===== src/rtl/log_mult_scheduler.sv =====
// log_mult_scheduler: shares one fixed-latency approximate log multiplier among
// NREQ requesters. It handles round-robin arbitration, sign/zero handling, tag
// tracking and in-order response buffering behind a credit check.
// Optional feature macro: LOG_MULT_SCHED_STATS_EN adds the stat_issued/stat_zero counters.
module log_mult_scheduler #(
  parameter int unsigned NREQ       = 4,
  parameter int unsigned OP_W       = 8,
  parameter int unsigned RES_W      = 16,
  parameter int unsigned DP_LAT     = 3,
  parameter int unsigned FIFO_DEPTH = 4
) (
  input  logic                      clk,
  input  logic                      rst_n,
  input  logic                      enable,
  input  logic [NREQ-1:0]           req_valid,
  output logic [NREQ-1:0]           req_ready,
  input  logic [NREQ*OP_W-1:0]      req_a,
  input  logic [NREQ*OP_W-1:0]      req_b,
  output logic                      dp_valid,
  output logic [OP_W-1:0]           dp_a,
  output logic [OP_W-1:0]           dp_b,
  input  logic [RES_W-1:0]          dp_result,
  output logic                      rsp_valid,
  input  logic                      rsp_ready,
  output logic [$clog2(NREQ)-1:0]   rsp_id,
  output logic [RES_W-1:0]          rsp_data,
  output logic                      idle
`ifdef LOG_MULT_SCHED_STATS_EN
  ,
  output logic [15:0]               stat_issued,
  output logic [15:0]               stat_zero
`endif
);

  localparam int unsigned ID_W  = $clog2(NREQ);
  localparam int unsigned PTR_W = (FIFO_DEPTH > 1) ? $clog2(FIFO_DEPTH) : 1;
  localparam int unsigned CNT_W = $clog2(FIFO_DEPTH + 1);
  localparam int unsigned RSV_W = $clog2(FIFO_DEPTH + DP_LAT + 2);

  typedef struct packed {
    logic [ID_W-1:0] id;
    logic            neg;
    logic            zero;
  } tag_t;

  typedef struct packed {
    logic [ID_W-1:0]  id;
    logic [RES_W-1:0] data;
  } rsp_t;

  // Absolute value; the most negative input maps to its unsigned magnitude.
  function automatic logic [OP_W-1:0] mag_of(input logic [OP_W-1:0] v);
    return v[OP_W-1] ? (~v + OP_W'(1)) : v;
  endfunction

  logic [ID_W-1:0]  ptr;
  logic [NREQ-1:0]  grant;
  logic [ID_W-1:0]  grant_id;
  logic [ID_W-1:0]  idx;
  logic             found;
  logic             accept;
  logic             can_grant;
  logic [RSV_W-1:0] reserved;

  logic [OP_W-1:0]  op_a [NREQ];
  logic [OP_W-1:0]  op_b [NREQ];
  logic [OP_W-1:0]  sel_a;
  logic [OP_W-1:0]  sel_b;
  logic             sel_zero;

  logic             iss_vld;
  tag_t             iss_tag;
  logic [DP_LAT-1:0] pipe_vld;
  tag_t             pipe_tag [DP_LAT];

  logic             wb_vld;
  tag_t             wb_tag;
  logic [RES_W-1:0] wb_mag;
  logic [RES_W-1:0] wb_data;

  rsp_t             fifo_mem [FIFO_DEPTH];
  logic [PTR_W-1:0] wr_ptr;
  logic [PTR_W-1:0] rd_ptr;
  logic [CNT_W-1:0] fifo_count;
  logic             push;
  logic             pop;

  // Split the packed operand buses into per-requester slices.
  for (genvar g = 0; g < NREQ; g++) begin : g_ops
    assign op_a[g] = req_a[g*OP_W +: OP_W];
    assign op_b[g] = req_b[g*OP_W +: OP_W];
  end

  // Credits held by the issue register, the tag pipe and the response FIFO.
  always_comb begin
    reserved = RSV_W'(iss_vld) + RSV_W'(fifo_count);
    for (int unsigned i = 0; i < DP_LAT; i++) begin
      reserved = reserved + RSV_W'(pipe_vld[i]);
    end
  end

  assign can_grant = rst_n & enable & (reserved < RSV_W'(FIFO_DEPTH));

  // Round-robin search starting at ptr, first valid requester wins.
  always_comb begin
    grant    = '0;
    grant_id = '0;
    idx      = '0;
    found    = 1'b0;
    for (int unsigned k = 0; k < NREQ; k++) begin
      idx = ID_W'((32'(ptr) + k) % NREQ);
      if (can_grant && !found && req_valid[idx]) begin
        found       = 1'b1;
        grant[idx]  = 1'b1;
        grant_id    = idx;
      end
    end
  end

  assign req_ready = grant;
  assign accept    = found;
  assign sel_a     = op_a[grant_id];
  assign sel_b     = op_b[grant_id];
  assign sel_zero  = (sel_a == '0) || (sel_b == '0);

  // Round-robin pointer moves past the requester just served.
  always_ff @(posedge clk) begin
    if (!rst_n) begin
      ptr <= '0;
    end else if (accept) begin
      ptr <= (grant_id == ID_W'(NREQ - 1)) ? '0 : grant_id + ID_W'(1);
    end
  end

  // Issue stage: launch magnitudes to the datapath and capture the tag.
  always_ff @(posedge clk) begin
    if (!rst_n) begin
      iss_vld  <= 1'b0;
      iss_tag  <= '0;
      dp_valid <= 1'b0;
      dp_a     <= '0;
      dp_b     <= '0;
    end else begin
      iss_vld  <= accept;
      dp_valid <= accept & ~sel_zero;
      if (accept) begin
        dp_a         <= mag_of(sel_a);
        dp_b         <= mag_of(sel_b);
        iss_tag.id   <= grant_id;
        iss_tag.neg  <= sel_a[OP_W-1] ^ sel_b[OP_W-1];
        iss_tag.zero <= sel_zero;
      end
    end
  end

  // Tag pipe tracks the datapath latency so each tag meets its own result.
  always_ff @(posedge clk) begin
    if (!rst_n) begin
      pipe_vld <= '0;
      for (int unsigned i = 0; i < DP_LAT; i++) pipe_tag[i] <= '0;
    end else begin
      pipe_vld[0] <= iss_vld;
      pipe_tag[0] <= iss_tag;
      for (int unsigned i = 1; i < DP_LAT; i++) begin
        pipe_vld[i] <= pipe_vld[i-1];
        pipe_tag[i] <= pipe_tag[i-1];
      end
    end
  end

  // Writeback: zero ops ignore the datapath, then re-apply the sign.
  always_comb begin
    wb_vld  = pipe_vld[DP_LAT-1];
    wb_tag  = pipe_tag[DP_LAT-1];
    wb_mag  = wb_tag.zero ? '0 : dp_result;
    wb_data = wb_tag.neg ? (RES_W'(0) - wb_mag) : wb_mag;
  end

  assign push = wb_vld;
  assign pop  = rsp_valid & rsp_ready;

  // Response FIFO; the credit check guarantees a free slot on every push.
  always_ff @(posedge clk) begin
    if (!rst_n) begin
      wr_ptr     <= '0;
      rd_ptr     <= '0;
      fifo_count <= '0;
      for (int unsigned i = 0; i < FIFO_DEPTH; i++) fifo_mem[i] <= '0;
    end else begin
      if (push) begin
        fifo_mem[wr_ptr].id   <= wb_tag.id;
        fifo_mem[wr_ptr].data <= wb_data;
        wr_ptr <= (wr_ptr == PTR_W'(FIFO_DEPTH - 1)) ? '0 : wr_ptr + PTR_W'(1);
      end
      if (pop) begin
        rd_ptr <= (rd_ptr == PTR_W'(FIFO_DEPTH - 1)) ? '0 : rd_ptr + PTR_W'(1);
      end
      if (push && !pop) begin
        fifo_count <= fifo_count + CNT_W'(1);
      end else if (!push && pop) begin
        fifo_count <= fifo_count - CNT_W'(1);
      end
    end
  end

  assign rsp_valid = (fifo_count != '0);
  assign rsp_id    = fifo_mem[rd_ptr].id;
  assign rsp_data  = fifo_mem[rd_ptr].data;
  assign idle      = (reserved == '0);

`ifdef LOG_MULT_SCHED_STATS_EN
  // Saturating counters of accepted and zero-bypassed ops.
  always_ff @(posedge clk) begin
    if (!rst_n) begin
      stat_issued <= '0;
      stat_zero   <= '0;
    end else if (accept) begin
      if (stat_issued != 16'hFFFF) stat_issued <= stat_issued + 16'd1;
      if (sel_zero && (stat_zero != 16'hFFFF)) stat_zero <= stat_zero + 16'd1;
    end
  end
`endif

endmodule


===== config.mk =====
export PLATFORM = sky130hd
export DESIGN_NAME = log_mult_scheduler
export DESIGN_NICKNAME = d
export VERILOG_FILES = /design/src/rtl/log_mult_scheduler.sv
export SDC_FILE = /design/constraint.sdc
export NUM_CORES = 1
export LEC_CHECK = 0
export ABC_CLOCK_PERIOD_IN_PS = 11400
export CELL_PAD_IN_SITES_DETAIL_PLACEMENT = 0
export CELL_PAD_IN_SITES_GLOBAL_PLACEMENT = 1
export CORE_MARGIN = 1
export CORE_UTILIZATION = 44
export DETAILED_ROUTE_END_ITERATION = 7
export PLACE_DENSITY = 0.95
export RECOVER_POWER = 50
export SETUP_SLACK_MARGIN = 0.15
export SYNTH_ARGS = -nofsm -noshare
export SYNTH_HDL_FRONTEND = slang
export SYNTH_SLANG_ARGS = --single-unit
export TNS_END_PERCENT = 50

===== constraint.sdc =====
create_clock -name clk -period 11.4 [get_ports clk]
set_clock_uncertainty 0.05 [all_clocks]
set_input_delay 1.14 -clock clk [delete_from_list [all_inputs] [get_ports clk]]
set_output_delay 1.14 -clock clk [all_outputs]
set_load 0.05 [all_outputs]

==> impl_metrics.ini <==
[yosys]
synth_cell_types = 67
synth_largest_area_cell = edfxtp_1
syn_nets = 707
ys.flop_type = edfxtp_1
seq_area_frac_synth = 0.485
syn_inst = 604
synth_area_um2 = 6440
synth_edf_count = 72
yosys_warnings = 0
synth_seq_cells = 120
synth_area_per_cell_um2 = 10.7
yosys-top-cells-area = edfxtp_1, dfxtp_1, mux4_2, nor2_1, mux2i_1
yosysTopAreaCellShare = 0.335
async_flop_share = 0

[run]
cap_violations = 1

[floorplanning]
initial_core_util = 0.457
pin_count = 129
rows = 43
fp.dieArea_um2 = 15100
dieHeight_um = 123
die_w_um = 123
coreArea_um2 = 14100

[global_routing]
busiest_layer = met2
grt_use_met2 = 0.389
grt_pass1_wl_mm = 25.5
grt_overflow = 0
gr-usage-all-layers = 0.223
grt_pass1_vias = 5179
antenna_found_initial = 0
grt_start_max_net_pins = 44
use_met3 = 0.0743
use_met1 = 0.256

[layout]
drive_gt1_frac = 0.111
fin_nets = 830
antenna_cells = 0
synthToLayoutAreaGrowth_pct = 30.9
layout_commonest_cell = clkdlybuf4s50_1
final_cells = 920
num-fill-cells = 1146
final_cell_mix = clkdlybuf4s50_1, nor2_1, edfxtp_1

[place]
port_buffers = 128
placedCellCount = 888
gp_congestion = 0.846
hpwl_mm = 11.5

[drt]
via_count = 5217
drtPass1Iterations = 5
drt_iter0_drc = 353
viasPerCell = 5.67
drt-total-wl_mm = 16.3
post-route-drc-count = 0
wl_per_cell_um = 17.7
ant_nets = 0

[sta]
relSlewSlack = -0.0881
slew_violations = 44
hold_viol_final = 0
rsz0062_at_grt = no
fin_crit_sh = 0.541
finalCriticalPeriod_ns = 6.16
fmax_ghz = 0.162
hold_ws_ns = 0.384
setup_viol = 0
tns_ns = 0
worstMarginPinSlew_ns = 1.63

[cts]
cts-root-buf = clkbuf_16
cts_tree = yes
cts_buffer_depth = 2
clk_pin_slew_ns = 0.06
htreeDepth = 4
ctsResizeCount = 0
clock_sinks = 120
cts_hold_buf = 0
post_cts_buffers = 0
clock_latency_ns = 0.41
cts_buffers = 17

[worst_setup_path]
critPathKind = input port to primary output
end_kind = primary output
cp.arrival_ns = 4.97
cp_data_required_time_ns = 10.21
worst-path-max-fanout = 43
crit_path_start_kind = input port

[hold_path]
min_path_type = register to register

[status]
violations = max-capacitance violations, max-slew violations
outcome = finished with violations

[power]
total_power_mw = 1.79
p_per_area_nw_per_um2 = 212
leakage_nw = 3.31
ir_drop_uv = 121
cell families after synthesis:
family / count (synthesis) / synth area share
fa+ha+maj: 15 / 0.0338
compound gates: 100 / 0.103
xor+xnor: 20 / 0.0272
mux: 63 / 0.142
buf+inv: 52 / 0.0344
simple gates: 234 / 0.175
flops: 120 / 0.485
layer usage:
metal | routed length (um) | vias to the layer above
met1 | 6500 | 2485
met4 | 289 | 0
met3 | 1270 | 26
li1 | - | 2454
met2 | 8270 | 252
met5 | 0 | -
critical path: stages:
cell             delay, ns
dlygate4sd3_1         0.53
clkbuf_1              1.17
and3b_1               0.37
a31oi_2               0.25
nor3_1                0.45
nand2_1               0.09
o21ai_0               0.11
clkdlybuf4s50_1       0.87
path summary, 6_finish.rpt:
kind                                           startpoint                         to  slack [ns]  cells after the start
worst max-delay path                                rst_n               req_ready[2]        5.24                      8
worst min-delay path            pipe_tag[0][0]$_SDFF_PN0_  pipe_tag[0][4]$_SDFF_PN0_        0.38                      1
worst max register to register     pipe_vld[2]$_SDFF_PN0_       dp_a[6]$_SDFFE_PN0N_        6.69                     14
worst min register to register  pipe_tag[0][0]$_SDFF_PN0_  pipe_tag[0][4]$_SDFF_PN0_        0.38                      1
final cells by class:
cell class,count,area [um^2],area share
Tap cell,180,225,0.0267
Clock buffer,17,425,0.0504
Multi-Input combinational cell,432,3100,0.368
Sequential cell,120,3120,0.370
Timing Repair Buffer,131,1300,0.154
Inverter,25,93.8,0.0111
Clock inverter,15,165,0.0196
synth_stat cells, types with 2 or more instances:
master and number:
buf_1 3, mux2_2 12, nand4_1 4, nand3_1 31, o21ai_0 25, nand2_1 47, a31oi_1 9, xor2_1 7
and2_1 14, xnor2_1 13, buf_2 3, mux2i_1 28, nand4b_1 2, o21ai_1 6, or4_1 3, nor3_1 7
clkbuf_1 18, nand3b_1 4, dfxtp_1 48, mux4_2 20, a22o_1 5, o211ai_1 2, a211oi_1 2, a31o_2 3
a21oi_1 20, or3_1 10, edfxtp_1 72, nor2_1 92, a21o_1 4, inv_1 22, nor2b_1 4, clkinv_1 2
ha_1 11, and3_1 4, a41oi_1 3, fa_1 4, o21bai_1 2, nand2b_1 3, buf_6 3, o31ai_1 5
power breakdown:
group	internal (mW)	switching [mW]
Combinational	0.274	0.430
Clock	0.326	0.205
Sequential	0.510	0.0404
Total	1.11	0.675
through the flow:
step	setup slack [ns]	cell area, um^2	utilization
floorplan	6.88	6440	-
global placement	6.39	7850	0.557
detailed placement	6.22	7850	0.557
CTS	6.00	8440	0.599
global route	4.90	8440	0.599
finish	5.24	8440	0.599
state kept, by name, indices dropped and copies added, names as in the netlist, named ones only:
signal	flops
iss_vld	1
wr_ptr	2
ptr	2
pipe_vld	3
pipe_tag	12
fifo_mem	72
dp_valid	1
dp_b	8
rd_ptr	2
fifo_count	3
dp_a	8
iss_tag	4
No activity file was read; power rests on OpenSTA's default activity.
